File: src/rtl/mem_stage.sv
// rtl/mem_stage.sv - RISC-V memory stage: data-bus handshake, lane steering, MEM/WB register
package mem_stage_pkg;
    typedef enum logic [1:0] {
        RES_ALU = 2'd0,
        RES_MEM = 2'd1,
        RES_PC4 = 2'd2,
        RES_CSR = 2'd3
    } result_src_e;
endpackage

module mem_stage
    import mem_stage_pkg::*;
#(
    parameter bit WAIT_STORE_RSP = 1'b1
) (
    input  logic        clk_i,
    input  logic        rstn_i,
    input  logic        valid_i,
    input  logic        is_load_i,
    input  logic        is_store_i,
    input  logic [1:0]  mem_size_i,
    input  logic        load_unsigned_i,
    input  logic [31:0] alu_result_i,
    input  logic [31:0] store_data_i,
    input  logic        write_rd_i,
    input  result_src_e result_srcM_i,
    input  logic [4:0]  rd_addr_i,
    input  logic [31:0] csr_rdata_i,
    output logic        dmem_req_o,
    output logic        dmem_we_o,
    output logic [3:0]  dmem_be_o,
    output logic [31:0] dmem_addr_o,
    output logic [31:0] dmem_wdata_o,
    input  logic        dmem_gnt_i,
    input  logic        dmem_rvalid_i,
    input  logic [31:0] dmem_rdata_i,
    output logic        stall_o,
    output logic        misaligned_o,
    output logic        write_rd_o,
    output result_src_e result_srcW_o,
    output logic [4:0]  rd_addr_o,
    output logic [31:0] alu_result_o,
    output logic [31:0] lsu_rdata_o,
    output logic [31:0] csr_rdata_o
);

    typedef enum logic [1:0] {
        S_IDLE        = 2'd0,
        S_WAIT_GNT    = 2'd1,
        S_WAIT_RVALID = 2'd2
    } state_e;

    state_e      state_q, state_d;
    logic        write_rd_q, write_rd_d;
    result_src_e result_src_q, result_src_d;
    logic [4:0]  rd_addr_q, rd_addr_d;
    logic [31:0] alu_result_q, alu_result_d;
    logic [31:0] lsu_rdata_q, lsu_rdata_d;
    logic [31:0] csr_rdata_q, csr_rdata_d;

    logic        mem_op;
    logic        misaligned;
    logic        access;
    logic        store_fast;
    logic        req;
    logic        rsp_done;
    logic        gnt_done;
    logic        stall;
    logic [1:0]  byte_off;
    logic [3:0]  be;
    logic [31:0] wdata;
    logic [31:0] shifted;
    logic [31:0] load_ext;

    assign byte_off   = alu_result_i[1:0];
    assign mem_op     = valid_i & (is_load_i | is_store_i);
    assign store_fast = is_store_i & ~WAIT_STORE_RSP;

    always_comb begin
        misaligned = 1'b0;
        be         = 4'b1111;
        wdata      = store_data_i;
        case (mem_size_i)
            2'd0: begin
                be    = 4'b0001 << byte_off;
                wdata = {4{store_data_i[7:0]}};
            end
            2'd1: begin
                misaligned = byte_off[0];
                be         = 4'b0011 << {byte_off[1], 1'b0};
                wdata      = {2{store_data_i[15:0]}};
            end
            default: begin
                misaligned = |byte_off;
            end
        endcase
    end

    assign access = mem_op & ~misaligned;

    // Load data arrives word-aligned; shift the addressed lane down to bit 0 before extending.
    always_comb begin
        shifted  = dmem_rdata_i >> {byte_off, 3'b000};
        load_ext = shifted;
        case (mem_size_i)
            2'd0: load_ext = load_unsigned_i ? {24'h0, shifted[7:0]}
                                             : {{24{shifted[7]}}, shifted[7:0]};
            2'd1: load_ext = load_unsigned_i ? {16'h0, shifted[15:0]}
                                             : {{16{shifted[15]}}, shifted[15:0]};
            default: load_ext = shifted;
        endcase
    end

    always_comb begin
        state_d  = state_q;
        req      = 1'b0;
        rsp_done = 1'b0;
        case (state_q)
            S_IDLE: begin
                if (access) begin
                    req = 1'b1;
                    if (dmem_gnt_i) begin
                        state_d = store_fast ? S_IDLE : S_WAIT_RVALID;
                    end else begin
                        state_d = S_WAIT_GNT;
                    end
                end
            end
            S_WAIT_GNT: begin
                req = 1'b1;
                if (dmem_gnt_i) begin
                    state_d = store_fast ? S_IDLE : S_WAIT_RVALID;
                end
            end
            S_WAIT_RVALID: begin
                if (dmem_rvalid_i) begin
                    state_d  = S_IDLE;
                    rsp_done = 1'b1;
                end
            end
            default: state_d = S_IDLE;
        endcase
    end

    // A store that needs no response retires in its grant cycle.
    assign gnt_done = req & dmem_gnt_i & store_fast;
    assign stall    = access & ~rsp_done & ~gnt_done;

    always_comb begin
        write_rd_d   = write_rd_q;
        result_src_d = result_src_q;
        rd_addr_d    = rd_addr_q;
        alu_result_d = alu_result_q;
        lsu_rdata_d  = lsu_rdata_q;
        csr_rdata_d  = csr_rdata_q;
        if (stall || (mem_op && misaligned)) begin
            write_rd_d = 1'b0;
        end else begin
            write_rd_d   = valid_i & write_rd_i;
            result_src_d = result_srcM_i;
            rd_addr_d    = rd_addr_i;
            alu_result_d = alu_result_i;
            csr_rdata_d  = csr_rdata_i;
            if (rsp_done && is_load_i) begin
                lsu_rdata_d = load_ext;
            end
        end
    end

    always_ff @(posedge clk_i or negedge rstn_i) begin
        if (!rstn_i) begin
            state_q      <= S_IDLE;
            write_rd_q   <= 1'b0;
            result_src_q <= RES_ALU;
            rd_addr_q    <= 5'd0;
            alu_result_q <= 32'h0;
            lsu_rdata_q  <= 32'h0;
            csr_rdata_q  <= 32'h0;
        end else begin
            state_q      <= state_d;
            write_rd_q   <= write_rd_d;
            result_src_q <= result_src_d;
            rd_addr_q    <= rd_addr_d;
            alu_result_q <= alu_result_d;
            lsu_rdata_q  <= lsu_rdata_d;
            csr_rdata_q  <= csr_rdata_d;
        end
    end

    assign dmem_req_o    = req;
    assign dmem_we_o     = is_store_i;
    assign dmem_be_o     = be;
    assign dmem_addr_o   = {alu_result_i[31:2], 2'b00};
    assign dmem_wdata_o  = wdata;
    assign stall_o       = stall;
    assign misaligned_o  = mem_op & misaligned;
    assign write_rd_o    = write_rd_q;
    assign result_srcW_o = result_src_q;
    assign rd_addr_o     = rd_addr_q;
    assign alu_result_o  = alu_result_q;
    assign lsu_rdata_o   = lsu_rdata_q;
    assign csr_rdata_o   = csr_rdata_q;

endmodule

File: config.mk
export PLATFORM = sky130hd
export DESIGN_NAME = mem_stage
export DESIGN_NICKNAME = d
export VERILOG_FILES = /design/src/rtl/mem_stage.sv
export SDC_FILE = /design/constraint.sdc
export NUM_CORES = 1
export LEC_CHECK = 0
export ABC_AREA = 1
export ABC_CLOCK_PERIOD_IN_PS = 3460
export BUFFER_PORTS_ARGS = -buffer_cell sky130_fd_sc_hd__buf_2
export CORE_AREA = 2 2 125 127
export CTS_CLUSTER_DIAMETER = 30
export CTS_CLUSTER_SIZE = 40
export DETAILED_ROUTE_END_ITERATION = 7
export DIE_AREA = 0 0 127 129
export GPL_TIMING_DRIVEN = 0
export PLACE_DENSITY = 0.7
export RECOVER_POWER = 25
export SLEW_MARGIN = 5
export SYNTH_ARGS = -nofsm -noshare
export SYNTH_HDL_FRONTEND = slang
export SYNTH_SLANG_ARGS = --single-unit
export TNS_END_PERCENT = 1
File: constraint.sdc
create_clock -name clk_i -period 3.46 [get_ports clk_i]
set_input_delay 0.692 -clock clk_i [delete_from_list [all_inputs] [get_ports clk_i]]
set_output_delay 0.692 -clock clk_i [all_outputs]
set_load 0.02 [all_outputs]
Yosys cells after proc, flatten, opt, wreduce, memory -nomap -nowiden
Index checks and enable logic that the tools add are counted.

Shift operators: 3. Equal/unequal tests: 6. Bitwise operators: 9. Mux-type cells: 16. Reductions and logical operators: 8.

Operators with widths (number): $pmux W32 S2 (2); $mux W32 (2); $shr A32 B5 Y32 (1); $mux W2 (4); $pmux W4 S2 (1); $ne A2 B2 Y1 const B (3); $pmux W2 S3 (1); $and A1 B1 Y1 (5); $eq A2 B1 Y1 const B (2); $logic_not A2 Y1 (2); $mux W1 (4); $pmux W1 S2 (2); $shl A1 B2 Y4 const A (1); $shl A2 B2 Y4 const A (1); $not A1 Y1 (3); $reduce_and A3 Y1 (1); $eq A2 B2 Y1 const B (1); $logic_and A1 B1 Y1 (2); $reduce_and A2 Y1 (1); $reduce_or A2 Y1 (1); $logic_or A1 B1 Y1 (1); $or A1 B1 Y1 (1).

Logic and storage cells: 49. Register bits after elaboration: 106. Output and inout port bits: 176.

Logic depth before layout (Yosys ltp)
Gate-level depths: netlist (run 1).

Depth after elaboration: 8. Depth in mapped cells: 10. Gate-level depth less buffers: 8.

Worst setup path before layout (run 1)
Ideal clock, no wire load.

Kind: input-to-output. From: input port mem_size_i[1]. To: output port dmem_wdata_o[10]. Buffers on the path: 2. Cell stages on the path: 6. Arrival: 1.678 ns. Data required time: 2.768 ns. Setup slack: 1.090 ns. Path through: buf_6 > inv_2 > nand2_1 > inv_1 > clkbuf_1 > o21ai_0.

Word-level cells in the longest chain between the ends: 2. Elaborated cells on any way between the ends: 3. Classes of those cells: eq/ne: 1; mux: 1; reduce/logical: 1.

RTL lines: start, declared (RTL line 21) `input logic [1:0] mem_size_i,`; $eq A2 B1 Y1 or $logic_not A2 Y1 (tied branches) (RTL line 83) `case (mem_size_i)`; $pmux W32 S2 (*) (RTL line 83); end, declared (RTL line 33) `output logic [31:0] dmem_wdata_o,`.

Every way passes the cells marked *; elsewhere a longest branch is shown, timed or not.

Worst setup path after layout (run 1)
From: input port mem_size_i[1]. To: output port dmem_wdata_o[31].

Same word-level chain as after synthesis.

==> summary.txt, run 1 <==
Routing
  – Drt first pass iters: 7
  – Drt total wl: 19110 um
  – DR vias: 5909
  – Antenna-violating nets left: 0
  – Per-cell routed wire length: approximately 15 um
  – Drt first-iter violations: around 370
  – Remaining DRCs: 0
  – Post-DR vias/cell: between 4 and 5

Floorplanning
  – Ports: approximately 320
  – Die width: between 100 and 150 um
  – Die Ht: around 130 um
  – Die Area: around 0.016 mm^2
  – Rows: 45
  – Initial core utilization: between 30% and 40%
  – Core ar.: roughly 0.015 mm^2

Outcome
  – Status: finished, violations left
  – Failing checks: capacitance limit, slew limit

Setup path
  – CP Launch Type: input port
  – CP Cell Sequence: buf_6 > inv_2 > nand2_1 > inv_1 > clkbuf_1 > nand2_1 > o211ai_1 > buf_2
  – Worst stage delay on the critical path: roughly 400 ps
  – Worst path slowest cell: clkbuf_1
  – R2R depth: 8
  – Crit path max fanout: 10
  – Critical Path Sink Type: output port
  – Reg-to-Reg Start: state_q[0]
  – Crit path launch: mem_size_i[1]
  – Most frequent CP cell: nand2_1
  – Arr. time, crit path: ~2100 ps
  – Req. time, crit path: between 2000 and 3000 ps
  – Crit Path Category: in -> out

Hold path
  – Min-delay src: lsu_rdata_o[0]
  – Worst hold path cell count: 2
  – Min-delay worst type: reg -> reg

Clock tree
  – TritonCTS clock tree: done
  – CTS Hold Buffers Added: 0
  – Post-CTS sizing: 0
  – Max Root-Sink Buffers: 2
  – Clock slew at reported path FFs: about 70 ps
  – Inserted Clock Buffers: 9
  – Clock latency on the worst-skew pair: ~350 ps
  – Sink Count: between 100 and 150
  – Number of post-CTS setup repair buffers: 0
  – Clock root cell: clkbuf_16
  – CTS H-tree depth: 3

Logic synthesis
  – YS warnings: 0
  – Post-synth top cells: nand2_1, dfrtp_1, inv_1
  – Synth Flop Type: dfrtp_1
  – Mapped Area: ~0.0056 mm^2
  – Post-synth top area share: between 40% and 50%
  – Register area share after synthesis: about 48%
  – Post-synth EDFFs: 0
  – Top cells by area, synth: dfrtp_1, nand2_1, o21ai_0
  – FFs w/ async S/R, synth: 100.0%
  – Yosys reg bits: between 100 and 150
  – Area leader, netlist: dfrtp_1
  – Most common cell in the netlist: nand2_1
  – Mapped Avg Cell Area: about 7.4 um^2
  – Mapped Cells: between 700 and 800
  – Distinct cells, synth: 23

Final layout
  – Post-route cell area: around 0.0077 mm^2
  – Area grow syn2layout: 39.16%
  – # fillers: 1527
  – Final std cells w/o fill: roughly 1300
  – Share of post-route cells with drive strength above 1: a little under two fifths
  – FF/Latch Area: 0.002653 mm^2
  – Fin nets: about 1200
  – Multi-input logic area: 0.002012 mm^2
  – N_diodes: 0

STA
  – Final count of hold timing violations: 0
  – Crit share post-route: around four fifths
  – Final Critical Period: 2789 ps
  – Pin slew with the least headroom to its limit: ~2600 ps
  – Setup TNS: 0 ps
  – Slew Limit Headroom: -74.72%
  – Fmax: 0.3586 GHz
  – Layout Skew: 11.15 ps
  – RSZ-0062 raised after global routing: no
  – Final setup viols: 0
  – Max Slew Vio Count: 47

Pwr
  – Peak supply drop: 0.2575 mV
  – Power density over cell area: about 540 mW/mm^2
  – P_leak: 4.532 nW

Flow run
  – Max-Cap Viols: 1

Placement
  – Gpl congestion: 0.8470
  – DP Area: about 0.0074 mm^2
  – Inst Count DP: approximately 1300
  – I/O Buffers: 318
  – HPWL after DPL: 15620 um

GRT
  – Number of global-route vias before repair: between 5000 and 6000
  – Initial antenna violation count: 1
  – GR Layer Usage met1: roughly a quarter
  – Grt met2 use: between 40% and 50%
  – Largest net degree at the start of global routing: a little over 60
  – Global-route wire length before repair: slightly below 30000 um
  – All-Layer GR Usage: between 20% and 30%
  – Grt ovf: 0
  – GRT busiest layer: met2
  – Met3 Use GR: 6.112%
## placed cells by master (no fill, tap or decap)
cell type	instances
buf_16	1
nand2_1	234
buf_4	51
a31oi_1	1
nand2_2	4
o21ai_2	1
nand3b_1	1
nor2_1	62
o21ai_4	1
o21ai_1	30
inv_1	98
bufinv_16	1
buf_6	2
a21oi_1	7
o21a_1	1
buf_2	330
inv_6	2
clkbuf_8	2
dfrtp_1	106
conb_1	2
inv_8	1
inv_2	3
clkbuf_16	9
o21ai_0	82
clkinv_4	1
nand3_1	30
o211ai_1	8
clkbuf_1	14
nand3_2	1
nor2_2	1
## report_power, final
part / switching, W / internal (W) / total [W]
combinational: 0.000939 / 0.000491 / 0.00143
sequential: 0.000129 / 0.00150 / 0.00163
clock: 0.000476 / 0.000613 / 0.00109
## cell families after synthesis
logic type	synth area share, %
compound gates	12.49
buf+inv	16.16
flops	47.72
other cells	0.06746
simple gates	23.57
## metrics by stage
stage	utilization, %	setup WS (ps)	total power (W)	hold slack (ps)
after CTS	51.68	653.2	0.004203	368.3
after detailed placement	49.54	657.0	0.003107	461.9
after global placement	49.34	498.0	0.003075	460.1
after floorplan	-	1090	0.002487	396.4
final	51.65	671.3	0.004150	479.0
after global routing	51.65	305.1	0.004389	494.3
## worst max-delay path, delay by kind of cell
family	cells	cell delay, ps
and+or+nand+nor	2	260
AOI/OAI and AO/OA	1	140
buffers and inverters	5	1000
## per-layer routing
metal / routed length (um) / vias up
li1: - / 2933
met1: 7347 / 2688
met2: 9802 / 253
met3: 1517 / 35
met4: 439 / 0
met5: 0 / -
## layout make-up
cell class / instances / area share (%)
flip-flops and latches: 106 / 34.29
repair buffers: 319 / 20.91
clock buffers: 11 / 3.267
clock inverters: 5 / 0.8734
well taps: 188 / 3.041
inverters: 101 / 4.901
plain buffers: 79 / 6.712
multi-input cells: 466 / 26.01
## final timing paths
check	end	slack, ps
setup / recovery	dmem_wdata_o[31]	670
hold / removal	lsu_rdata_o[0]	480
setup reg to reg	lsu_rdata_o[3]	1670
hold reg to reg	lsu_rdata_o[0]	480
max in group asynchronous	lsu_rdata_o[26]	810
min in group asynchronous	rd_addr_o[2]	1150
## state kept, by name, summed over array words and instances (netlist names)
| name | cells |
|---|---|
| state_q | 2 |
| rd_addr_o | 5 |
| alu_result_o | 32 |
| lsu_rdata_o | 32 |
| write_rd_o | 1 |
| csr_rdata_o | 32 |
| result_srcW_o | 2 |
Power figures use the tool's default switching activity.
==> run 2: changes to the inputs <==
Settings changed: ABC_CLOCK_PERIOD_IN_PS 3460 to 2800, CORE_AREA 2 2 125 127 to 2 2 126 128, DIE_AREA 0 0 127 129 to 0 0 128 130, PLACE_DENSITY 0.7 to 0.69.
Clock period 3.46 ns to 2.8 ns, I/O delays scaled along.
==> run 2 against run 1 <==
The run now ends clean. Sequential power rose by 24%. Final area fell by 0.49%. Total power rose by 22%. Global-route usage fell by 1.1 points. Clock skew barely moved. Non-clock buffer count did not move. Worst setup slack got worse by 540 ps. Combinational power rose by 24%. Register-to-register slack got worse by 680 ps. First-iteration DRC count fell by 26%. Critical path depth did not move. Utilization fell by 1.7 points. Critical endpoint is now dmem_wdata_o[14]. Largest cell class unchanged.
==> summary.txt, run 2 (synthesis results as in run 1) <==
Pwr
  – Pwr Total: a little over 0.005 W
  – Power density over cell area: roughly 660 mW/mm^2
  – P_leak: 4.508 nW
  – Peak supply drop: about 0.31 mV

STA
  – Crit share post-route: a little over nine tenths
  – Max Slew Vio Count: 0
  – Layout Skew: 10.92 ps
  – Final setup viols: 0
  – Final Critical Period: about 2700 ps
  – Final count of hold timing violations: 0
  – Slew Limit Headroom: ~19%
  – RSZ-0062 raised after global routing: no
  – Setup TNS: 0 ps
  – Pin slew with the least headroom to its limit: between 1000 and 1500 ps
  – Fmax: around 0.38 GHz

Clock tree
  – TritonCTS clock tree: done
  – Clock latency on the worst-skew pair: 340 ps
  – Clock slew at reported path FFs: approximately 80 ps
  – CTS Hold Buffers Added: 0
  – Clock root cell: clkbuf_16
  – Sink Count: between 100 and 150
  – Max Root-Sink Buffers: 2
  – CTS H-tree depth: 3
  – Inserted Clock Buffers: 9
  – Number of post-CTS setup repair buffers: 0
  – Post-CTS sizing: 0

Final layout
  – Most frequent cells in the layout: buf_2, nand2_1, dfrtp_1
  – Share of post-route cells with drive strength above 1: between 30% and 40%
  – N_diodes: 0
  – Most common library cell in the layout ignoring fill and taps: buf_2
  – Area grow syn2layout: 38.49%
  – Fin nets: between 1000 and 1500

Routing
  – DR vias: 5870
  – Drt first-iter violations: around 280
  – Per-cell routed wire length: approximately 15 um
  – Drt first pass iters: 5
  – Antenna-violating nets left: 0
  – Remaining DRCs: 0
  – Post-DR vias/cell: around 4.6
  – Drt total wl: around 19000 um

Setup path
  – R2r setup slk: 990 ps
  – Critical Path Sink Type: output port
  – Crit path max fanout: 10
  – Reg-to-Reg Start: state_q[0]
  – Reg2reg end: lsu_rdata_o[13]
  – Arr. time, crit path: ~2100 ps
  – CP Launch Type: input port
  – Crit path launch: mem_size_i[1]
  – CP Cell Sequence: buf_6 > inv_2 > nand2_1 > inv_1 > clkbuf_1 > nand2_1 > o21ai_0 > buf_2
  – R2R depth: 8
  – Setup crit end: dmem_wdata_o[14]
  – Crit Path Category: in -> out
  – Worst stage delay on the critical path: 470 ps
  – Worst path slowest cell: clkbuf_1
  – Most frequent CP cell: nand2_1
  – Req. time, crit path: about 2200 ps

Floorplanning
  – Ports: between 300 and 400
  – Die width: roughly 130 um
  – Core ar.: 0.01542 mm^2
  – Die Ht: about 130 um
  – Initial core utilization: a little over a third
  – Die Area: about 0.017 mm^2
  – Rows: 46

GRT
  – Number of global-route vias before repair: approximately 5300
  – Global-route wire length before repair: 27800 um
  – Met3 Use GR: around 5.2%
  – Largest net degree at the start of global routing: 62
  – GRT busiest layer: met2
  – Grt ovf: 0
  – Grt met2 use: 41.74%
  – GR Layer Usage met1: roughly a quarter
  – All-Layer GR Usage: between 20% and 30%
  – Initial antenna violation count: 0

Outcome
  – Status: finished clean

Placement
  – HPWL after DPL: approximately 15000 um
  – Gpl congestion: 0.8813
  – I/O Buffers: 318

Flow run
  – Max-Cap Viols: 0

Hold path
  – Min-delay worst type: in -> reg
==> run 2: cell types whose count changed in the layout (fill, tap and decap cells not counted), sizes merged <==
| cell | before | now |
|---|---|---|
| inv | 104 | 103 |
| clkinvlp | 0 | 2 |
| buf | 384 | 383 |
| clkbuf | 25 | 26 |
| bufinv | 1 | 0 |
==> run 2: layout make-up <==
cell class | count | area [um^2]
Buffer | 79 | 519.2
Multi-Input combinational cell | 466 | 2012
Clock inverter | 5 | 43.79
Inverter | 101 | 379.1
Sequential cell | 106 | 2653
Timing Repair Buffer | 319 | 1599
Fill cell | 1532 | 7726
Tap cell | 192 | 240.2
Clock buffer | 11 | 252.7
==> run 2: power by group <==
group / internal (W) / leakage [nW] / switching (W) / total, W
sequential: 0.00186 / 1.29 / 0.000160 / 0.00202
clock: 0.000665 / 0.140 / 0.000604 / 0.00127
combinational: 0.000604 / 3.08 / 0.00117 / 0.00177
==> run 2: how the worst min path moves through the flow <==
stage                       endpoint  cells after the start  slack, ps       startpoint
floorplan            alu_result_o[0]                      0        260           rstn_i
global placement      lsu_rdata_o[4]                      2        460   lsu_rdata_o[4]
detailed placement   lsu_rdata_o[10]                      2        460  lsu_rdata_o[10]
CTS                 alu_result_o[30]                      1        150           rstn_i
global route              state_q[0]                      2        370       dmem_gnt_i
finish                    state_q[0]                      2        380       dmem_gnt_i
==> run 2: critical path: cells and delay by family <==
family,cells,cell delay (ps)
AO/OA/AOI/OAI,1,190
buffers and inverters,5,1070
AND/OR/NAND/NOR,2,270
==> run 2: through the flow <==
step | worst slack [ps] | hold WS [ps] | area, um^2 | instances | util, %
3_5_place_dp | 118.8 | 460.9 | 7428 | 1263 | 48.16
5_1_grt | 45.15 | 371.3 | 7699 | 1279 | 49.91
6_report | 134.7 | 377.7 | 7699 | 1279 | 49.91
4_1_cts | 113.4 | 153.0 | 7725 | 1279 | 50.08
2_1_floorplan | 694.2 | 264.4 | 5563 | 752 | -
3_3_place_gp | -84.64 | 459.7 | 7395 | 1262 | 47.94
==> run 2: per-layer routing <==
layer	share of wire [%]	vias to the layer above
met4	1.4	0
met2	53	250
met1	38	2667
li1	-	2939
met3	7.4	14
met5	0	-
==> run 3: changes to the inputs <==
Settings changed: ABC_AREA 1 to default, CORE_AREA 2 2 126 128 to 2 2 124 126, DIE_AREA 0 0 128 130 to 0 0 126 128.
==> run 3 against run 2 <==
Critical path depth is 2 lower. Critical endpoint is now dmem_wdata_o[25]. Combinational power about the same. Via count shrank 19%.
==> summary.txt, run 3 <==
Outcome
  – Status: finished clean

Final layout
  – Area grow syn2layout: 39.80%
  – Multi-input logic area: about 0.0022 mm^2
  – Final std cells w/o fill: about 1000
  – FF/Latch Area: around 0.0027 mm^2
  – Share of post-route cells with drive strength above 1: 53.43%
  – # fillers: 1432
  – N_diodes: 0
  – Util after Layout: 50.06%
  – Fin nets: 957
  – Most frequent cells in the layout: buf_2, dfrtp_1, buf_4
  – Most common library cell in the layout ignoring fill and taps: buf_2

Setup path
  – Critical Path Sink Type: output port
  – Arr. time, crit path: between 1500 and 2000 ps
  – Critical path's top delay family: buffers and inverters
  – Reg-to-Reg Start: state_q[0]
  – CP Launch Type: input port
  – Req. time, crit path: roughly 2200 ps
  – Worst stage delay on the critical path: roughly 440 ps
  – Crit path launch: mem_size_i[1]
  – CP Cell Sequence: buf_2 > clkbuf_1 > clkbuf_1 > nand2_1 > o21ai_0 > buf_2
  – R2r setup slk: 780 ps
  – Worst path slowest cell: clkbuf_1
  – Crit path max fanout: 10
  – WP buf/inv: 4
  – Reg2reg end: lsu_rdata_o[4]
  – Crit Path Category: in -> out
  – Setup crit end: dmem_wdata_o[25]
  – Worst path depth: 6
  – R2R depth: 5

GRT
  – Number of global-route vias before repair: approximately 4400
  – Largest net degree at the start of global routing: 57
  – All-Layer GR Usage: a little under a fifth
  – Initial antenna violation count: 0
  – Global-route wire length before repair: 23600 um
  – Grt ovf: 0

Logic synthesis
  – YS warnings: 0
  – Post-synth top area share: 49.84%
  – Top cells by area, synth: dfrtp_1, mux2_2, mux2_1
  – Most common cell in the netlist: dfrtp_1
  – Mapped Cells: roughly 480
  – Distinct cells, synth: 31
  – Area leader, netlist: dfrtp_1
  – Register area share after synthesis: roughly 50%
  – Synth Flop Type: dfrtp_1
  – Post-synth top cells: dfrtp_1, buf_4, nor2_1
  – Yosys reg bits: roughly 110
  – Mapped Area: around 0.0053 mm^2
  – Mapped Avg Cell Area: ~11 um^2
  – FFs w/ async S/R, synth: between 90% and 100%
  – Post-synth EDFFs: 0

Routing
  – Post-DR vias/cell: approximately 4.7
  – Drt total wl: around 15000 um
  – DR vias: ~4700
  – Per-cell routed wire length: ~15 um
  – Drt first-iter violations: between 200 and 250
  – Drt first pass iters: 4
  – Remaining DRCs: 0
  – Antenna-violating nets left: 0

STA
  – Fmax: around 0.39 GHz
  – Final Critical Period: 2534 ps
  – Final setup viols: 0
  – Max Slew Vio Count: 0
  – Slew Limit Headroom: between 10% and 20%
  – Min Hold Slack: a little under 400 ps
  – Pin slew with the least headroom to its limit: roughly 1300 ps
  – Crit share post-route: slightly above 90%
  – Final worst slack: about 270 ps
  – Setup TNS: 0 ps
  – Final count of hold timing violations: 0
  – RSZ-0062 raised after global routing: no
  – Layout Skew: approximately 7.5 ps

Clock tree
  – Inserted Clock Buffers: 9
  – Number of post-CTS setup repair buffers: 0
  – Clock root cell: clkbuf_16
  – TritonCTS clock tree: done
  – Sink Count: ~110
  – Post-CTS sizing: 0
  – Clock latency on the worst-skew pair: around 350 ps
  – Max Root-Sink Buffers: 2
  – CTS H-tree depth: 3
  – Clock slew at reported path FFs: ~70 ps
  – CTS Hold Buffers Added: 0

Floorplanning
  – Ports: roughly 320
  – Die width: approximately 130 um
  – Core ar.: ~0.015 mm^2
  – Rows: 45
  – Initial core utilization: a little over a third
  – Die Ht: between 100 and 150 um
  – Die Area: between 0.015 and 0.02 mm^2

Placement
  – Inst Count DP: 989
  – HPWL after DPL: approximately 12000 um
  – I/O Buffers: about 320
  – Post-place setup slack: around 79 ps
  – Gpl congestion: 0.8467

Flow run
  – Max-Cap Viols: 0

Pwr
  – Peak supply drop: 0.4914 mV
  – Power density over cell area: roughly 670 mW/mm^2
  – P_leak: just under 4 nW

Hold path
  – Min-delay worst type: in -> reg
run 3: cell types whose count changed in the layout (fill, tap and decap cells not counted), moves of 35 or more:
cell and change:
nand2_1 -189, inv_1 -94, o21ai_0 -73, mux2_2 +45
mux2_1 +42, a21oi_1 +35
run 3: kinds of logic (layout without fill, tap and decap cells):
group                  count (synthesis)  after routing  share of synthesized area, %
multiplexers                         115            115                         23.67
AND/OR/NAND/NOR                      108            108                         8.439
flip-flops                           106            106                         49.84
AO/OA/AOI/OAI                         77             77                         9.215
buffers and inverters                 74            408                         8.768
other                                  1              2                       0.07045
run 3: layout make-up:
type / instances / share of cell area [%]
Buffer: 69 / 6.020
Clock buffer: 11 / 3.128
Clock inverter: 5 / 0.4204
Inverter: 4 / 0.2018
Multi-Input combinational cell: 302 / 29.66
Sequential cell: 106 / 35.65
Tap cell: 188 / 3.161
Timing Repair Buffer: 319 / 21.76
run 3: how the worst min path moves through the flow:
stage | cells after the start | slack, ps | startpoint | to
CTS | 1 | 160 | rstn_i | alu_result_o[23]
global placement | 2 | 470 | lsu_rdata_o[7] | lsu_rdata_o[7]
finish | 2 | 400 | dmem_gnt_i | state_q[0]
global route | 2 | 390 | dmem_gnt_i | state_q[0]
detailed placement | 2 | 470 | lsu_rdata_o[7] | lsu_rdata_o[7]
floorplan | 0 | 260 | rstn_i | alu_result_o[0]
run 3: power breakdown:
part           total [W]  internal, W  switching [W]
combinational    0.00179     0.000685        0.00111
clock            0.00115     0.000601       0.000552
sequential       0.00205      0.00188       0.000170
run 3: worst register-to-register path: cells and delay by family, from the launching register on:
| family | cells | cell delay, ps |
|---|---|---|
| multiplexers | 1 | 370 |
| flip-flops | 1 | 370 |
| buffers and inverters | 2 | 590 |
| AO/OA/AOI/OAI | 1 | 390 |
| AND/OR/NAND/NOR | 1 | 200 |
run 3: routing by layer:
layer | global-route usage, % | vias to the layer above | wire, um
met1 | 25.01 | 2252 | 6483
met3 | 4.883 | 18 | 1131
li1 | - | 2270 | -
met5 | 0 | - | 0
met4 | 5.236 | 0 | 201
met2 | 29.51 | 209 | 7423
run 3: through the flow:
step / power [W] / cell area (um^2)
after CTS: 0.005072 / 7451
after detailed placement: 0.003889 / 7187
final: 0.004995 / 7441
after global placement: 0.003863 / 7153
after global routing: 0.005291 / 7441
after floorplan: 0.003141 / 5326
